`config.mk`:
```
export PLATFORM = sky130hd
export DESIGN_NAME = video_timing_ctrl
export DESIGN_NICKNAME = d
export VERILOG_FILES = /design/src/rtl/video_timing_ctrl.sv
export SDC_FILE = /design/constraint.sdc
export NUM_CORES = 1
export LEC_CHECK = 0
export ABC_AREA = 1
export ABC_CLOCK_PERIOD_IN_PS = 3000
export CAP_MARGIN = 20
export CELL_PAD_IN_SITES_DETAIL_PLACEMENT = 1
export CELL_PAD_IN_SITES_GLOBAL_PLACEMENT = 2
export CORE_AREA = 4 4 145 112
export DETAILED_ROUTE_END_ITERATION = 7
export DIE_AREA = 0 0 149 116
export PLACE_DENSITY = 0.65
export SLEW_MARGIN = 30
export SYNTH_ARGS = -nofsm -noshare
export SYNTH_HDL_FRONTEND = slang
export SYNTH_SLANG_ARGS = --single-unit
```
`constraint.sdc`:
```
create_clock -name pixel_clock -period 3 [get_ports pixel_clock]
set_input_delay 0.6 -clock pixel_clock [delete_from_list [all_inputs] [get_ports pixel_clock]]
set_output_delay 0.6 -clock pixel_clock [all_outputs]
set_load 0.01 [all_outputs]
```
`src/rtl/video_timing_ctrl.sv`:
```
// Raster timing generator: h/v position counters with a registered decode of sync, data enable and pixel coordinates.
// Define VIDEO_TIMING_CTRL_EXT_SYNC_EN to let ext_sync restart the frame; by default it is ignored.
`timescale 1ns/1ps
module video_timing_ctrl #(
  parameter int video_hlength   = 800,
  parameter int video_vlength   = 525,
  parameter int video_hsync_pol = 0,
  parameter int video_hsync_len = 96,
  parameter int video_hbp_len   = 48,
  parameter int video_h_visible = 640,
  parameter int video_vsync_pol = 0,
  parameter int video_vsync_len = 2,
  parameter int video_vbp_len   = 33,
  parameter int video_v_visible = 480
) (
  input  logic        pixel_clock,
  input  logic        rst,
  input  logic        ext_sync,
  output logic [13:0] timing_h_pos,
  output logic [13:0] timing_v_pos,
  output logic [13:0] pixel_x,
  output logic [13:0] pixel_y,
  output logic        video_vsync,
  output logic        video_hsync,
  output logic        video_den,
  output logic        video_line_start
);

  localparam logic [13:0] H_LAST     = 14'(video_hlength - 1);
  localparam logic [13:0] V_LAST     = 14'(video_vlength - 1);
  localparam logic [13:0] H_SYNC_END = 14'(video_hsync_len);
  localparam logic [13:0] V_SYNC_END = 14'(video_vsync_len);
  localparam logic [13:0] H_ACT_BEG  = 14'(video_hsync_len + video_hbp_len);
  localparam logic [13:0] V_ACT_BEG  = 14'(video_vsync_len + video_vbp_len);
  localparam logic [13:0] H_ACT_END  = 14'(video_hsync_len + video_hbp_len + video_h_visible);
  localparam logic [13:0] V_ACT_END  = 14'(video_vsync_len + video_vbp_len + video_v_visible);
  localparam logic        HSYNC_ON   = (video_hsync_pol != 0);
  localparam logic        VSYNC_ON   = (video_vsync_pol != 0);

  logic [13:0] h_cnt;
  logic [13:0] v_cnt;
  logic        restart;
  logic        h_sync_act;
  logic        v_sync_act;
  logic        h_act;
  logic        v_act;
  logic        den_nxt;

`ifdef VIDEO_TIMING_CTRL_EXT_SYNC_EN
  assign restart = ext_sync;
`else
  logic unused_ext_sync;
  assign unused_ext_sync = ext_sync;
  assign restart         = 1'b0;
`endif

  always_ff @(posedge pixel_clock) begin
    if (rst) begin
      h_cnt <= '0;
      v_cnt <= '0;
    end else if (restart) begin
      h_cnt <= '0;
      v_cnt <= '0;
    end else if (h_cnt == H_LAST) begin
      h_cnt <= '0;
      v_cnt <= (v_cnt == V_LAST) ? 14'd0 : v_cnt + 14'd1;
    end else begin
      h_cnt <= h_cnt + 14'd1;
    end
  end

  // Decode works on the current counter value so the registered outputs and timing_*_pos stay aligned.
  always_comb begin
    h_sync_act = (h_cnt < H_SYNC_END);
    v_sync_act = (v_cnt < V_SYNC_END);
    h_act      = (h_cnt >= H_ACT_BEG) && (h_cnt < H_ACT_END);
    v_act      = (v_cnt >= V_ACT_BEG) && (v_cnt < V_ACT_END);
    den_nxt    = h_act && v_act;
  end

  always_ff @(posedge pixel_clock) begin
    if (rst) begin
      timing_h_pos     <= '0;
      timing_v_pos     <= '0;
      pixel_x          <= '0;
      pixel_y          <= '0;
      video_hsync      <= ~HSYNC_ON;
      video_vsync      <= ~VSYNC_ON;
      video_den        <= 1'b0;
      video_line_start <= 1'b0;
    end else begin
      timing_h_pos     <= h_cnt;
      timing_v_pos     <= v_cnt;
      pixel_x          <= den_nxt ? (h_cnt - H_ACT_BEG) : 14'd0;
      pixel_y          <= den_nxt ? (v_cnt - V_ACT_BEG) : 14'd0;
      video_hsync      <= h_sync_act ? HSYNC_ON : ~HSYNC_ON;
      video_vsync      <= v_sync_act ? VSYNC_ON : ~VSYNC_ON;
      video_den        <= den_nxt;
      video_line_start <= (h_cnt == 14'd0);
    end
  end

endmodule

```
==> impl_metrics.sql, run 1 <==
INSERT INTO impl_metrics (metric_group, metric, value, unit) VALUES
('outcome', 'status', 'completed', ''),
('floorplanning', 'floorplan.die_area', '17280', 'um^2'),
('clock_tree', 'cts_h_tree_depth', '3', ''),
('setup_path', 'path_delay_family', 'simple AND/OR/NAND/NOR gates', ''),
('global_routing', 'grtUsageMet3', '3.206', '%'),
('hold_path', 'hold_class', 'reg2reg', ''),
('clock_tree', 'clock_sink_count', '88', ''),
('clock_tree', 'number_of_buffers_added_for_setup_after_cts', '0', ''),
('clock_tree', 'ctsHoldBuffers', '0', ''),
('sta', 'final-max-slew-violation-count', '0', ''),
('sta', 'grt_setup_unrepaired', 'no', ''),
('floorplanning', 'start_util', '24.61', '%'),
('layout', 'finish.net_count', '522', ''),
('global_routing', 'first_global_vias', '3193', ''),
('detailed_routing', 'detail_route.wl_per_cell', '13.71', 'um'),
('floorplanning', 'ios', '63', ''),
('hold_path', 'worstHoldPathCells', '1', ''),
('setup_path', 'cp_cell_sequence', 'inv_2 -> ha_1 -> inv_1 -> o21ai_2 -> nand3_1 -> o21bai_4 -> nand3_4 -> buf_12 -> nor2_4', ''),
('sta', 'period_utilisation_layout', '73.51', '%'),
('global_routing', 'groute.layer.met2.usage', '17.78', '%'),
('place', 'placed_cells', '705', ''),
('setup_path', 'end_kind', 'flip-flop', ''),
('global_routing', 'globalRouteMet1Util', '17.89', '%'),
('detailed_routing', 'drtPass1Iterations', '4', ''),
('setup_path', 'required', '3220', 'ps'),
('sta', 'timing.clock.skew', '10.46', 'ps'),
('detailed_routing', 'avgViaCountPerCell', '4.090', ''),
('sta', 'finalSetupTns', '0', 'ps'),
('detailed_routing', 'via_count', '2949', ''),
('clock_tree', 'cts_tree', 'built', ''),
('layout', 'antennaDiodeCount', '0', ''),
('layout', 'drive_gt1_share', '14.34', '%'),
('synthesis', 'post_synth_inst_count', '445', ''),
('synthesis', 'synth-seq-cells', '88', ''),
('setup_path', 'cp_num_buf_inv', '3', ''),
('sta', 'clock.fmax', '0.4534', 'GHz'),
('floorplanning', 'die_width', '149', 'um'),
('synthesis', 'synth_warn', '0', ''),
('floorplanning', 'die-height', '116', 'um'),
('clock_tree', 'cts-root-buf', 'clkbuf_16', ''),
('setup_path', 'critical_path_depth', '9', ''),
('setup_path', 'arrival', '2430', 'ps'),
('power_and_ir_drop', 'cellPowerDensity', '510.9', 'nW/um^2'),
('clock_tree', 'cts.path.max_buffers', '2', ''),
('setup_path', 'timing.setup.critical_path_class', 'reg2reg', ''),
('setup_path', 'critical_path.startpoint_type', 'flip-flop', ''),
('synthesis', 'ys_types', '37', ''),
('synthesis', 'post_synth_top_flop', 'dfxtp_1', ''),
('layout', 'growth_of_design_area_from_synthesis_to_finish', '31.09', '%'),
('synthesis', 'synth_seq_area_share', '47.94', '%'),
('setup_path', 'max_stage_delay', '390', 'ps'),
('detailed_routing', 'routed_wirelength', '9882', 'um'),
('global_routing', 'grt_first_pass_wirelength', '16720', 'um'),
('synthesis', 'postSynth.asyncResetShare', '0', '%'),
('global_routing', 'pin_count_of_the_biggest_net_entering_global_routing', '19', ''),
('clock_tree', 'worst_setup_hold_path_clk_slew', '60', 'ps'),
('detailed_routing', 'route.antenna.remaining_nets', '0', ''),
('sta', 'min_period', '2205', 'ps'),
('clock_tree', 'numCtsBuffers', '9', ''),
('sta', 'hold_viol_final', '0', ''),
('setup_path', 'critPathSlowestCell', 'dfxtp_1', ''),
('synthesis', 'synthesis.area_per_instance', '8.258', 'um^2'),
('global_routing', 'globalRouteTotalUtil', '12.29', '%'),
('power_and_ir_drop', 'reported_leakage_power', '2.027', 'nW'),
('global_routing', 'antenna_found_initial', '0', ''),
('power_and_ir_drop', 'peakVddDrop', '0.0002467', 'V'),
('place', 'place_congestion', '0.7960', ''),
('synthesis', 'number_of_flops_mapped_to_enable_cells_by_yosys', '0', ''),
('sta', 'setup_viol', '0', ''),
('clock_tree', 'clock_latency_at_the_later_pin_of_the_worst_skew_pair', '340', 'ps'),
('layout', 'layout.cells.non_filler', '721', '');
cells in the mapped netlist, types with 2 or more instances:
cell | number | share of area [%]
dfxtp_1 | 88 | 48
buf_1 | 2 | 0.20
ha_1 | 8 | 2.7
xor2_1 | 11 | 2.6
inv_1 | 45 | 4.6
o21ai_0 | 9 | 1.2
o21ai_1 | 4 | 0.54
nand2_2 | 8 | 1.4
a21oi_1 | 13 | 1.8
nor3_1 | 5 | 0.68
nand3_1 | 26 | 3.5
clkbuf_1 | 2 | 0.20
nor2_2 | 6 | 1.0
buf_4 | 2 | 0.41
o21ai_2 | 3 | 0.72
nand2_1 | 71 | 7.3
nor2_4 | 20 | 6.1
inv_2 | 11 | 1.1
buf_12 | 2 | 1.1
xnor2_1 | 2 | 0.48
nor2_1 | 75 | 7.7
clkinv_1 | 3 | 0.31
and2_1 | 3 | 0.51
nand4_1 | 12 | 2.0
nor3_2 | 2 | 0.54
layout make-up:
type | count | area (um^2)
fillers | 1799 | 10110
flip-flops and latches | 88 | 1762
multi-input cells | 288 | 1604
repair buffers | 64 | 645.6
well taps | 205 | 256.5
clock buffers | 11 | 242.7
inverters | 60 | 226.5
clock inverters | 5 | 80.08
layer usage:
layer / vias up / routed length (um)
li1: 1508 / -
met1: 1378 / 5396
met2: 53 / 3965
met3: 10 / 384
met4: 0 / 136
met5: - / 0
layout by cell type (no fill, tap or decap), types with 2 or more instances in the layout:
| cell | instances |
|---|---|
| clkinvlp_4 | 2 |
| nor2_4 | 20 |
| ha_1 | 8 |
| nand2_2 | 8 |
| clkinv_2 | 2 |
| inv_1 | 45 |
| inv_2 | 11 |
| a21oi_1 | 13 |
| bufinv_16 | 2 |
| nand2_1 | 71 |
| conb_1 | 2 |
| o21ai_1 | 4 |
| dfxtp_1 | 88 |
| nand3_1 | 26 |
| buf_4 | 2 |
| xnor2_1 | 2 |
| xor2_1 | 11 |
| o21ai_0 | 9 |
| nor2_2 | 6 |
| and2_1 | 3 |
| nand4_1 | 12 |
| o21ai_2 | 3 |
| nor3_1 | 5 |
| clkinv_1 | 3 |
| nor2_1 | 75 |
| nor3_2 | 2 |
| clkbuf_16 | 9 |
| clkdlybuf4s50_1 | 61 |
path summary, 6_finish.rpt:
path | start | endpoint | slack, ps
min | h_cnt[0] | h_cnt[0] | 490
min reg2reg | h_cnt[0] | h_cnt[0] | 490
max reg2reg | h_cnt[4] | pixel_x[7] | 790
max | h_cnt[4] | pixel_x[7] | 790
report_power, final:
part	switching [mW]	internal, mW
Clock	0.464	0.751
Combinational	0.0387	0.0231
Sequential	0.00614	1.18
stage by stage:
stage	hold WS (ps)	worst slack, ps	power (mW)	cell area (um^2)
after global routing	526.4	615.1	2.559	4817
after CTS	495.3	744.1	2.514	4817
after global placement	462.2	644.4	1.272	4494
after detailed placement	480.5	608.3	1.275	4494
final	487.1	794.7	2.461	4817
after floorplan	429.7	1330	1.246	3679
flip-flops by register name, summed over array words and instances (netlist names):
name	cells
timing_h_pos	14
video_hsync	1
pixel_y	14
video_den	1
v_cnt	14
pixel_x	14
video_vsync	1
video_line_start	1
timing_v_pos	14
h_cnt	14
cells by family after synthesis:
kind of cell             count (synthesis)  share of synthesized area [%]
flip-flops                              88                          47.94
buffers and inverters                   70                          8.512
XOR/XNOR                                13                          3.098
AO/OA/AOI/OAI                           33                          5.380
other                                    1                         0.1020
AND/OR/NAND/NOR                        232                          32.24
adder cells (fa/ha/maj)                  8                          2.724
Power figures use the tool's default switching activity.
==> inputs of run 2 (changes only) <==
ABC_CLOCK_PERIOD_IN_PS = 2300   (was 3000)
clock period = 2.3 ns   (was 3 ns; I/O delays follow)
==> impl_metrics.sql, run 2 (synthesis results as in run 1) <==
INSERT INTO impl_metrics (metric_group, metric, value, unit) VALUES
('clock_tree', 'postCtsResizedCells', '0', ''),
('floorplanning', 'die-height', '116', 'um'),
('power_and_ir_drop', 'peakVddDrop', '0.0003429', 'V'),
('setup_path', 'cp_max_fo', '13', ''),
('setup_path', 'cell_repeated_most_along_the_worst_path', 'inv_1', ''),
('clock_tree', 'cts_h_tree_depth', '3', ''),
('detailed_routing', 'avgViaCountPerCell', '4.123', ''),
('sta', 'timing.clock.skew', '7.456', 'ps'),
('floorplanning', 'ios', '63', ''),
('floorplanning', 'floorplan.die_area', '17280', 'um^2'),
('global_routing', 'grt_first_pass_wirelength', '16390', 'um'),
('sta', 'hold_viol_final', '0', ''),
('clock_tree', 'cts-root-buf', 'clkbuf_16', ''),
('place', 'detailed_place.area', '4537', 'um^2'),
('place', 'placement.setup.worst_slack', '278.3', 'ps'),
('hold_path', 'hold_class', 'reg2reg', ''),
('detailed_routing', 'drtIter0Drc', '113', ''),
('detailed_routing', 'routed_wirelength', '9865', 'um'),
('clock_tree', 'cts_tree', 'built', ''),
('detailed_routing', 'drtPass1Iterations', '4', ''),
('setup_path', 'arrival', '2230', 'ps'),
('clock_tree', 'clock_latency_at_the_later_pin_of_the_worst_skew_pair', '340', 'ps'),
('layout', 'finish.net_count', '526', ''),
('setup_path', 'cp_cell_sequence', 'inv_1 -> ha_1 -> inv_1 -> o21ai_2 -> nand3_1 -> o21bai_4 -> nand3_4 -> buf_12 -> nor2_1', ''),
('global_routing', 'antenna_found_initial', '0', ''),
('setup_path', 'end_kind', 'flip-flop', ''),
('layout', 'antennaDiodeCount', '0', ''),
('layout', 'post-route-util', '32.76', '%'),
('layout', 'growth_of_design_area_from_synthesis_to_finish', '33.13', '%'),
('sta', 'min_period', '1997', 'ps'),
('clock_tree', 'ctsHoldBuffers', '0', ''),
('global_routing', 'global_route.overflow_total', '0', ''),
('setup_path', 'cp_num_buf_inv', '3', ''),
('setup_path', 'critical_path.startpoint_type', 'flip-flop', ''),
('clock_tree', 'number_of_buffers_added_for_setup_after_cts', '0', ''),
('setup_path', 'timing.setup.critical_path_class', 'reg2reg', ''),
('sta', 'final-max-slew-violation-count', '0', ''),
('power_and_ir_drop', 'cellPowerDensity', '686.4', 'nW/um^2'),
('clock_tree', 'clock_sink_count', '88', ''),
('sta', 'setup_viol', '0', ''),
('floorplanning', 'fp.coreArea', '14930', 'um^2'),
('detailed_routing', 'detail_route.wl_per_cell', '13.61', 'um'),
('layout', 'final_design_area_no_fill', '4892', 'um^2'),
('sta', 'grt_setup_unrepaired', 'no', ''),
('floorplanning', 'start_util', '24.61', '%'),
('sta', 'finalSetupTns', '0', 'ps'),
('sta', 'period_utilisation_layout', '86.81', '%'),
('setup_path', 'reg2reg_setup_slack', '300', 'ps'),
('place', 'place_congestion', '0.8148', ''),
('setup_path', 'critPathSlowestCell', 'dfxtp_1', ''),
('place', 'place.detailed.hpwl', '7676', 'um'),
('outcome', 'status', 'completed', ''),
('clock_tree', 'numCtsBuffers', '9', ''),
('setup_path', 'path_delay_family', 'buffers and inverters', ''),
('global_routing', 'first_global_vias', '3135', ''),
('layout', 'drive_gt1_share', '15.19', '%'),
('detailed_routing', 'drc', '0', ''),
('floorplanning', 'die_width', '149', 'um'),
('sta', 'clock.fmax', '0.5009', 'GHz'),
('clock_tree', 'worst_setup_hold_path_clk_slew', '70', 'ps'),
('setup_path', 'max_stage_delay', '350', 'ps'),
('setup_path', 'required', '2540', 'ps'),
('layout', 'mostFrequentLayoutCell', 'dfxtp_1', ''),
('floorplanning', 'core.rowCount', '39', ''),
('detailed_routing', 'via_count', '2989', ''),
('global_routing', 'globalRouteTotalUtil', '12.14', '%'),
('layout', 'mostFrequentLayoutCells', 'dfxtp_1, nor2_1, nand2_1, clkdlybuf4s50_1, inv_1', ''),
('detailed_routing', 'route.antenna.remaining_nets', '0', ''),
('global_routing', 'pin_count_of_the_biggest_net_entering_global_routing', '20', ''),
('power_and_ir_drop', 'reported_leakage_power', '2.071', 'nW'),
('place', 'place.port_buffers', '61', ''),
('sta', 'final.setup.worst_slack', '303.4', 'ps'),
('clock_tree', 'cts.path.max_buffers', '2', ''),
('run', 'maxCapViolations', '0', '');
==> run 2: final timing paths <==
| kind | from | endpoint | cells past startpoint |
|---|---|---|---|
| max | h_cnt[5] | pixel_y[13] | 9 |
| min | v_cnt[0] | pixel_y[0] | 1 |
| max reg2reg | h_cnt[5] | pixel_y[13] | 9 |
| min reg2reg | v_cnt[0] | pixel_y[0] | 1 |
==> run 2: routing by layer <==
layer  global-route usage (%)  wire [um]  up-vias
li1                         -          -     1520
met1                    17.48       5261     1405
met2                    17.57       4020       49
met3                    3.127        415       15
met4                    4.268        167        0
met5                        0          0        -
==> run 2: per-stage QoR <==
step | total power, mW | hold WS, ps | instances
2_1_floorplan | 1.625 | 429.7 | 446
3_3_place_gp | 1.663 | 462.4 | 709
3_5_place_dp | 1.665 | 477.0 | 709
4_1_cts | 3.414 | 493.2 | 725
5_1_grt | 3.461 | 514.3 | 725
6_report | 3.358 | 488.9 | 725
==> run 2: final cells by class <==
cell class                 count  area [um^2]
fill                        1777        10040
sequential                    88         1762
multi-input combinational    288         1604
timing repair buffer          68        688.2
tap                          205        256.5
clock buffer                  11        252.7
inverter                      60        226.5
clock inverter                 5        102.6
==> run 2: report_power, final <==
group | switching [mW] | leakage (nW) | internal, mW
Clock | 0.611 | 0.172 | 1.12
Combinational | 0.0513 | 1.19 | 0.0324
Sequential | 0.00810 | 0.711 | 1.54
Total | 0.670 | 2.07 | 2.69
